$ cat config.mk
export PLATFORM = sky130hd
export DESIGN_NAME = oversampling_edge_period_meter
export DESIGN_NICKNAME = d
export VERILOG_FILES = /design/src/rtl/theremin_sensor_pkg.sv /design/src/rtl/oversampling_edge_timestamper.sv /design/src/rtl/oversampling_edge_period_meter.sv
export SDC_FILE = /design/constraint.sdc
export NUM_CORES = 1
export LEC_CHECK = 0
export ABC_AREA = 1
export CAP_MARGIN = 20
export CORE_ASPECT_RATIO = 0.8
export CORE_MARGIN = 4
export CORE_UTILIZATION = 57
export DETAILED_ROUTE_END_ITERATION = 10
export PLACE_DENSITY_LB_ADDON = 0.2
export SLEW_MARGIN = 20
export SYNTH_ARGS = -nofsm -noshare
export SYNTH_HDL_FRONTEND = slang
export SYNTH_SLANG_ARGS = --single-unit
$ cat constraint.sdc
create_clock -name CLK_PARALLEL -period 3 [get_ports CLK_PARALLEL]
set_clock_uncertainty 0.2 [all_clocks]
set_input_delay 0.9 -clock CLK_PARALLEL [delete_from_list [all_inputs] [get_ports CLK_PARALLEL]]
set_output_delay 0.9 -clock CLK_PARALLEL [all_outputs]
set_load 0.01 [all_outputs]
$ cat src/rtl/theremin_sensor_pkg.sv
// Shared definitions for the theremin sensor path.
//   FINE_BITS            : number of sub-cycle bits produced by the
//                          oversampling ISERDES bit detector (64 samples/cycle)
//   period_meter_state_t : state encoding of the edge period meter
//   fine_ts_t()          : returns the width of a fine timestamp
//                          ({coarse counter, bit index}) for a given counter width
package theremin_sensor_pkg;

    localparam int FINE_BITS = 6;

    typedef enum logic [1:0] {
        IDLE       = 2'd0,
        WAIT_FIRST = 2'd1,
        MEASURE    = 2'd2
    } period_meter_state_t;

    // Width helper: a fine timestamp is the coarse counter with the
    // bit index appended as the least significant bits.
    function automatic int fine_ts_t(input int counter_bits);
        return counter_bits + FINE_BITS;
    endfunction

endpackage

$ cat src/rtl/oversampling_edge_timestamper.sv
// Converts the bit detector edge stream into fine timestamps.
// Ports:
//   CLK_PARALLEL  : parallel clock
//   RESET         : synchronous active-high reset
//   CE            : enable; while low the counter and phase are held at 0
//   CHANGED_FLAG  : edge present this cycle
//   CHANGED_BIT   : index of the first changed bit, valid with CHANGED_FLAG
//   ts            : {coarse counter, CHANGED_BIT} for the current cycle
//   is_rising     : polarity of the edge in this cycle (from phase tracking)
//   edge_valid    : CHANGED_FLAG qualified by CE
module oversampling_edge_timestamper
    import theremin_sensor_pkg::*;
#(
    parameter int COUNTER_BITS = 16
) (
    input  logic                                 CLK_PARALLEL,
    input  logic                                 RESET,
    input  logic                                 CE,
    input  logic                                 CHANGED_FLAG,
    input  logic [FINE_BITS-1:0]                 CHANGED_BIT,
    output logic [fine_ts_t(COUNTER_BITS)-1:0]   ts,
    output logic                                 is_rising,
    output logic                                 edge_valid
);

    logic [COUNTER_BITS-1:0] cnt_reg;
    logic                    phase_reg;

    // The bit detector restarts at low level whenever CE drops, so the
    // first edge after enable is always rising: phase restarts at 0 too.
    always_ff @(posedge CLK_PARALLEL) begin
        if (RESET || !CE) begin
            cnt_reg   <= '0;
            phase_reg <= 1'b0;
        end else begin
            cnt_reg <= cnt_reg + COUNTER_BITS'(1);
            if (CHANGED_FLAG) begin
                phase_reg <= ~phase_reg;
            end
        end
    end

    assign ts         = {cnt_reg, CHANGED_BIT};
    assign is_rising  = ~phase_reg;
    assign edge_valid = CHANGED_FLAG & CE;

endmodule

$ cat src/rtl/oversampling_edge_period_meter.sv
// Measures period (rising to rising) and high time (rising to falling) of
// the sensor signal at 1/64-cycle resolution from bit detector edges.
// Ports:
//   CLK_PARALLEL  : 200 MHz parallel clock
//   RESET         : synchronous active-high reset
//   CE            : enable (same signal as the bit detector enable)
//   CHANGED_FLAG  : edge present this cycle
//   CHANGED_BIT   : index of the first changed bit
//   PERIOD_VALID  : one-cycle pulse, PERIOD/HIGH_TIME updated
//   PERIOD        : rising-to-rising interval, 1/64 cycle units
//   HIGH_TIME     : rising-to-falling interval, 1/64 cycle units
//   TIMEOUT       : one-cycle pulse when the signal is lost
// Configuration macro: THEREMIN_PERIOD_TIMEOUT_EN enables the loss-of-signal
// timeout; without it TIMEOUT is constant 0 and long periods alias.
module oversampling_edge_period_meter
    import theremin_sensor_pkg::*;
#(
    parameter int COUNTER_BITS   = 16,
    parameter int TIMEOUT_CYCLES = 4096
) (
    input  logic                                CLK_PARALLEL,
    input  logic                                RESET,
    input  logic                                CE,
    input  logic                                CHANGED_FLAG,
    input  logic [FINE_BITS-1:0]                CHANGED_BIT,
    output logic                                PERIOD_VALID,
    output logic [fine_ts_t(COUNTER_BITS)-1:0]  PERIOD,
    output logic [fine_ts_t(COUNTER_BITS)-1:0]  HIGH_TIME,
    output logic                                TIMEOUT
);

    localparam int TS_BITS = fine_ts_t(COUNTER_BITS);

    generate
        if (TIMEOUT_CYCLES < 1 || TIMEOUT_CYCLES >= (1 << COUNTER_BITS)) begin : g_bad_timeout
            $error("TIMEOUT_CYCLES must lie in 1 .. 2**COUNTER_BITS-1");
        end
    endgenerate

    logic [TS_BITS-1:0] ts;
    logic               is_rising;
    logic               edge_valid;

    oversampling_edge_timestamper #(
        .COUNTER_BITS (COUNTER_BITS)
    ) u_timestamper (
        .CLK_PARALLEL (CLK_PARALLEL),
        .RESET        (RESET),
        .CE           (CE),
        .CHANGED_FLAG (CHANGED_FLAG),
        .CHANGED_BIT  (CHANGED_BIT),
        .ts           (ts),
        .is_rising    (is_rising),
        .edge_valid   (edge_valid)
    );

    period_meter_state_t state_reg;
    logic [TS_BITS-1:0]  rise_ts_reg;
    logic [TS_BITS-1:0]  high_acc_reg;
    logic [TS_BITS-1:0]  period_reg;
    logic [TS_BITS-1:0]  high_time_reg;
    logic                period_valid_reg;

    wire rise_edge = edge_valid & is_rising;
    wire fall_edge = edge_valid & ~is_rising;

`ifdef THEREMIN_PERIOD_TIMEOUT_EN
    localparam logic [COUNTER_BITS-1:0] TIMEOUT_LAST = COUNTER_BITS'(TIMEOUT_CYCLES - 1);
    logic [COUNTER_BITS-1:0] to_cnt_reg;
    logic                    timeout_reg;
`endif

    // Differences are modulo 2^TS_BITS, so counter wrap between the two
    // timestamps needs no correction.
    always_ff @(posedge CLK_PARALLEL) begin
        if (RESET) begin
            state_reg        <= IDLE;
            rise_ts_reg      <= '0;
            high_acc_reg     <= '0;
            period_reg       <= '0;
            high_time_reg    <= '0;
            period_valid_reg <= 1'b0;
`ifdef THEREMIN_PERIOD_TIMEOUT_EN
            to_cnt_reg       <= '0;
            timeout_reg      <= 1'b0;
`endif
        end else begin
            period_valid_reg <= 1'b0;
`ifdef THEREMIN_PERIOD_TIMEOUT_EN
            timeout_reg      <= 1'b0;
`endif
            if (!CE) begin
                state_reg    <= IDLE;
                rise_ts_reg  <= '0;
                high_acc_reg <= '0;
`ifdef THEREMIN_PERIOD_TIMEOUT_EN
                to_cnt_reg   <= '0;
`endif
            end else begin
                case (state_reg)
                    IDLE: begin
                        state_reg <= WAIT_FIRST;
                    end
                    WAIT_FIRST: begin
                        // Falling edges here only advance phase (in the timestamper).
                        if (rise_edge) begin
                            rise_ts_reg <= ts;
                            state_reg   <= MEASURE;
`ifdef THEREMIN_PERIOD_TIMEOUT_EN
                            to_cnt_reg  <= '0;
`endif
                        end
                    end
                    MEASURE: begin
                        if (rise_edge) begin
                            // An edge in the expiry cycle wins over the timeout.
                            period_reg       <= ts - rise_ts_reg;
                            high_time_reg    <= high_acc_reg;
                            period_valid_reg <= 1'b1;
                            rise_ts_reg      <= ts;
`ifdef THEREMIN_PERIOD_TIMEOUT_EN
                            to_cnt_reg       <= '0;
`endif
                        end else begin
                            if (fall_edge) begin
                                high_acc_reg <= ts - rise_ts_reg;
                            end
`ifdef THEREMIN_PERIOD_TIMEOUT_EN
                            if (to_cnt_reg == TIMEOUT_LAST) begin
                                timeout_reg <= 1'b1;
                                to_cnt_reg  <= '0;
                                state_reg   <= WAIT_FIRST;
                            end else begin
                                to_cnt_reg <= to_cnt_reg + COUNTER_BITS'(1);
                            end
`endif
                        end
                    end
                    default: begin
                        state_reg <= IDLE;
                    end
                endcase
            end
        end
    end

    assign PERIOD_VALID = period_valid_reg;
    assign PERIOD       = period_reg;
    assign HIGH_TIME    = high_time_reg;
`ifdef THEREMIN_PERIOD_TIMEOUT_EN
    assign TIMEOUT      = timeout_reg;
`else
    assign TIMEOUT      = 1'b0;
`endif

endmodule

=== Yosys cells after proc, flatten, opt, wreduce, memory -nomap -nowiden ===
Index checks and enable logic that the tools add are counted.
Widths: inputs -> output; s select.

* Bits in registers: 108
* Bits in latches: 0
* RAM bits: 0
* Memory bits (read-only): 0
* Input bits: 10
* Output and inout port bits: 46
* Memories kept: 0

* Add/subtract/negate cells: 2
* $mul: 0
* Divide/modulo/power cells: 0
* Magnitude comparators: 0
* Equality and inequality tests: 3
* Shift-type cells: 0
* Muxes and demuxes: 3
* Bitwise logic cells: 7
* Reductions and logical operators: 10

{| class="wikitable"
|+ Operator list
! operator !! number
|-
| $sub 22x22->22 || 1
|-
| $add 16x1->16 const B || 1
|-
| $pmux 2 s3 || 1
|-
| $reduce_and 3->1 || 2
|-
| $not 1->1 || 4
|-
| $reduce_and 2->1 || 2
|-
| $reduce_or 2->1 || 2
|-
| $and 1x1->1 || 3
|-
| $reduce_or 3->1 || 1
|-
| $eq 2x1->1 const B || 1
|-
| $eq 2x2->1 const B || 1
|-
| $logic_not 2->1 || 1
|-
| $mux 2 || 1
|-
| $ne 2x2->1 const B || 1
|-
| $logic_not 1->1 || 1
|-
| $logic_or 1x1->1 || 1
|-
| $mux 1 || 1
|}

=== Longest topological paths before layout ===
* Depth in word-level cells: 4
* Gate-level depth with buffers: 14
* Gate-level depth less buffers: 14

=== By module ===
A second synthesis with hierarchy kept.

* Cell total of the unflattened synthesis: 872
* Area, all modules: 5804.3 um^2

{| class="wikitable"
|+ By module, submodules not included
! module !! times used !! cells an instance !! area each (um^2)
|-
| oversampling_edge_period_meter || 1 || 744 || 4912.2
|-
| oversampling_edge_timestamper || 1 || 128 || 892.1
|}

=== Worst setup path after synthesis ===
Ideal clock, no wire load.

* Path type: input port to flip-flop
* From: input port CHANGED_BIT[0]
* To: register high_acc_reg[8]
* Arrival time: 2.283 ns
* Path slack: 0.401 ns
* Cell stages on the path: 11
* Path buffers: 0
* Cells stage by stage: inv_1 > ha_1 > inv_1 > fa_1 > nand3_1 > nand3_1 > nand2_1 > nand3_1 > xor2_1 > o21ai_0 > inv_1

* Longest elaborated chain between the ends: 1

{| class="wikitable"
|+ Ends and longest elaborated chain
! what !! line !! RTL
|-
| from (decl) || oversampling_edge_period_meter.sv:25 || <nowiki>input logic [FINE_BITS-1:0] CHANGED_BIT,</nowiki>
|-
| $sub 22x22->22 || oversampling_edge_period_meter.sv:126 || <nowiki>high_acc_reg <= ts - rise_ts_reg;</nowiki>
|-
| to (signal assigned) || oversampling_edge_period_meter.sv:126 ||
|-
| to (decl) || oversampling_edge_period_meter.sv:59 || <nowiki>logic [TS_BITS-1:0] high_acc_reg;</nowiki>
|}

Every way passes these cells.
A chain may end at the register's enable or synchronous reset.

=== Worst setup path in the final report ===
* From: input port CHANGED_BIT[0]
* To: register period_reg[10] (netlist: PERIOD[10])

* Longest elaborated chain between the ends: 1

{| class="wikitable"
|+ Ends and longest elaborated chain
! what !! line !! RTL
|-
| $sub 22x22->22 || oversampling_edge_period_meter.sv:117 || <nowiki>period_reg <= ts - rise_ts_reg;</nowiki>
|-
| to (signal assigned) || oversampling_edge_period_meter.sv:117 ||
|-
| to (decl) || oversampling_edge_period_meter.sv:60 || <nowiki>logic [TS_BITS-1:0] period_reg;</nowiki>
|}

Every way passes these cells.

==> impl_metrics.json <==
{
  "status": "completed",
  "met2_length_um": 6240,
  "finalWirelength_um": 13500,
  "synth_cell_type_count": 38,
  "ys_ff_latch": 108,
  "ant_nets": 0,
  "pre_cts_ws_ns": -0.221,
  "finalSetupViolCount": 0,
  "drc": 0,
  "num_antenna_cells": 0,
  "track_usage": 0.238,
  "final_nets": 929,
  "syn_avg_cell_area_um2": 6.77,
  "syn-num-nets": 871,
  "htreeDepth": 3,
  "async_reset_ff_frac": 0,
  "die_w_um": 119,
  "area_delta_synth_final_pct": 19.3,
  "max_slew_margin": 0.494,
  "drive_gt1_frac": 0.0802,
  "antenna_found_initial": 0,
  "setup.worst_path.start_class": "input port",
  "critical_path_class": "input port to flop",
  "start_util": 0.586,
  "dieHeight_um": 97.1,
  "powerDensity_mw_per_mm2": 449,
  "min_path_type": "flop to flop",
  "cts_tree": "done",
  "rrSetupSlack_ns": 0.86,
  "core_mm2": 0.00965,
  "critical_path.endpoint_type": "flop",
  "cts.clk_slew.worst_paths_ns": 0.07,
  "timing.hold.ws_ns": 0.260,
  "dr.pass1.iters": 5,
  "cts-buffers-inserted": 9,
  "clk-insertion-delay-late_ns": 0.35,
  "cpPeakStageDelay_ns": 0.43,
  "synth_edf_count": 0,
  "grt_max_degree": 60,
  "top_layer": "met4",
  "cts_sinks": 108,
  "overflow": 0,
  "numPortBuffers": 54,
  "crit_buf_inv": 6,
  "synth_top_cells_by_count": "210 x nand2_1, 138 x inv_1, 108 x dfxtp_1, 76 x nor2_1, 66 x a21oi_1",
  "num_vias": 5219,
  "vdd_drop_max_v": 0.000309,
  "syn_inst": 835,
  "cp_max_fo": 2,
  "ys_seq_area_frac": 0.383,
  "cp_top_family": "buffers and inverters",
  "arrival_ns": 2.92,
  "postCtsSetupBuffers": 0,
  "grt_pass1_wl_um": 23000,
  "grt_pass1_vias": 4888,
  "wl_per_cell_um": 13.0,
  "fin_cells": 1034,
  "yosysMostFrequentCell": "nand2_1",
  "rsz0062_at_grt": "false",
  "hold_viol": 0,
  "dp.cells": 1018,
  "drv_slew": 0,
  "required_ns": 3.10,
  "clock_path_buffers": 2,
  "route.met3.wl_um": 582,
  "path_cells": "clkdlybuf4s50_1 > inv_1 > ha_1 > inv_1 > fa_1 > buf_4 > nand3_1 > nand3_1 > buf_4 > nor2_1 > nand3b_1 > nand2_1 > inv_1",
  "synthTopCellsByArea": "dfxtp_1 38%, nand2_1 14%, inv_1 9.2%, a21oi_1 5.8%, ha_1 5.5%",
  "fin_crit_sh": 0.939,
  "cap_violations": 0,
  "place_congestion": 0.890,
  "finalCriticalPeriod_ns": 2.82,
  "critPathSlowestCell": "clkdlybuf4s50_1",
  "worst_slew_pin_slew_ns": 0.759,
  "tns_ns": 0,
  "crit_top_cell": "inv_1",
  "fmax_mhz": 355,
  "dp_hpwl_um": 10300,
  "ys.flop_type": "dfxtp_1",
  "io_pins": 56,
  "drt_iter0_markers": 366,
  "num_rows": 32,
  "root_buffer": "clkbuf_16",
  "p_leak_nw": 3.16,
  "yosys.area.top_type": "dfxtp_1",
  "vias_per_cell": 5.05,
  "yosys_warnings": 0,
  "netlist_area_mm2": 0.00565,
  "met1_length_um": 6380,
  "yosysTopAreaCellShare": 0.383,
  "cts_resized": 0,
  "worst_slack_ns": 0.184,
  "dieArea_mm2": 0.0116,
  "hold_buffers": 0
}
[cell usage in the layout (no fill, tap or decap), types with 2 or more instances in the layout]
cell	n
a211oi_1	2
a21oi_1	66
a21oi_2	3
buf_12	3
buf_4	18
clkbuf_16	9
clkdlybuf4s50_1	54
clkinvlp_4	3
dfxtp_1	108
ha_1	25
inv_1	138
inv_2	10
inv_8	2
nand2_1	210
nand2_2	6
nand3_1	52
nand3_2	3
nand3b_1	2
nand4_1	4
nor2_1	76
nor2_2	7
nor3_1	6
o21a_1	15
o21ai_0	19
o21ai_1	26
o21bai_1	5
xor2_1	12
[kinds of logic (layout without fill, tap and decap cells)]
family                     count (synthesis)  after routing  synth area share
DFF                                      108            108             0.383
and+or+nand+nor                          374            374             0.282
AOI/OAI and AO/OA                        138            138             0.135
other                                      1              1          0.000664
buffers and inverters                    176            239             0.122
xor gates and xnor gates                  12             12            0.0186
adders and majority gates                 26             26            0.0589
[report_power, final]
group	switching, W	total (W)	leakage, nW	internal (W)
sequential	0.00000630	0.00145	0.871	0.00144
clock	0.000563	0.00122	0.142	0.000661
combinational	0.000226	0.000350	2.15	0.000124
[cell type report]
| class | count | area (um^2) |
|---|---|---|
| clock buffer | 9 | 225 |
| clock inverter | 7 | 83.8 |
| fill | 849 | 2910 |
| inverter | 148 | 556 |
| multi-input combinational | 551 | 2810 |
| sequential | 108 | 2160 |
| tap | 136 | 170 |
| timing repair buffer | 75 | 736 |
[per-stage QoR]
step	utilization	power, W	area (um^2)
floorplan	-	0.00171	5650
global placement	0.665	0.00182	6420
detailed placement	0.665	0.00183	6420
CTS	0.697	0.00305	6730
global route	0.699	0.00316	6740
finish	0.699	0.00302	6740
[metal layers]
layer | vias to the layer above | GRT usage
met2 | 113 | 0.392
met1 | 2362 | 0.320
met4 | 0 | 0.0731
met3 | 24 | 0.0425
met5 | - | 0
li1 | 2720 | -
[path summary, 6_finish.rpt]
kind / startpoint / endpoint / cells after the start
worst max-delay path: CHANGED_BIT[0] / PERIOD[10] / 13
worst min-delay path: rise_ts_reg[12] / rise_ts_reg[12] / 2
worst max register to register: u_timestamper.cnt_reg[3] / PERIOD[10] / 10
worst min register to register: rise_ts_reg[12] / rise_ts_reg[12] / 2
[worst reg2reg max path: stages (launching register included)]
cell and delay (ns):
dfxtp_1 0.43, ha_1 0.33, nand2_1 0.20, inv_2 0.04, a21oi_1 0.21, nand3_1 0.18
buf_4 0.18, nor2_1 0.11, nand3b_1 0.13, nand2_1 0.05, inv_1 0.04
(Power assumes the default switching activity.)
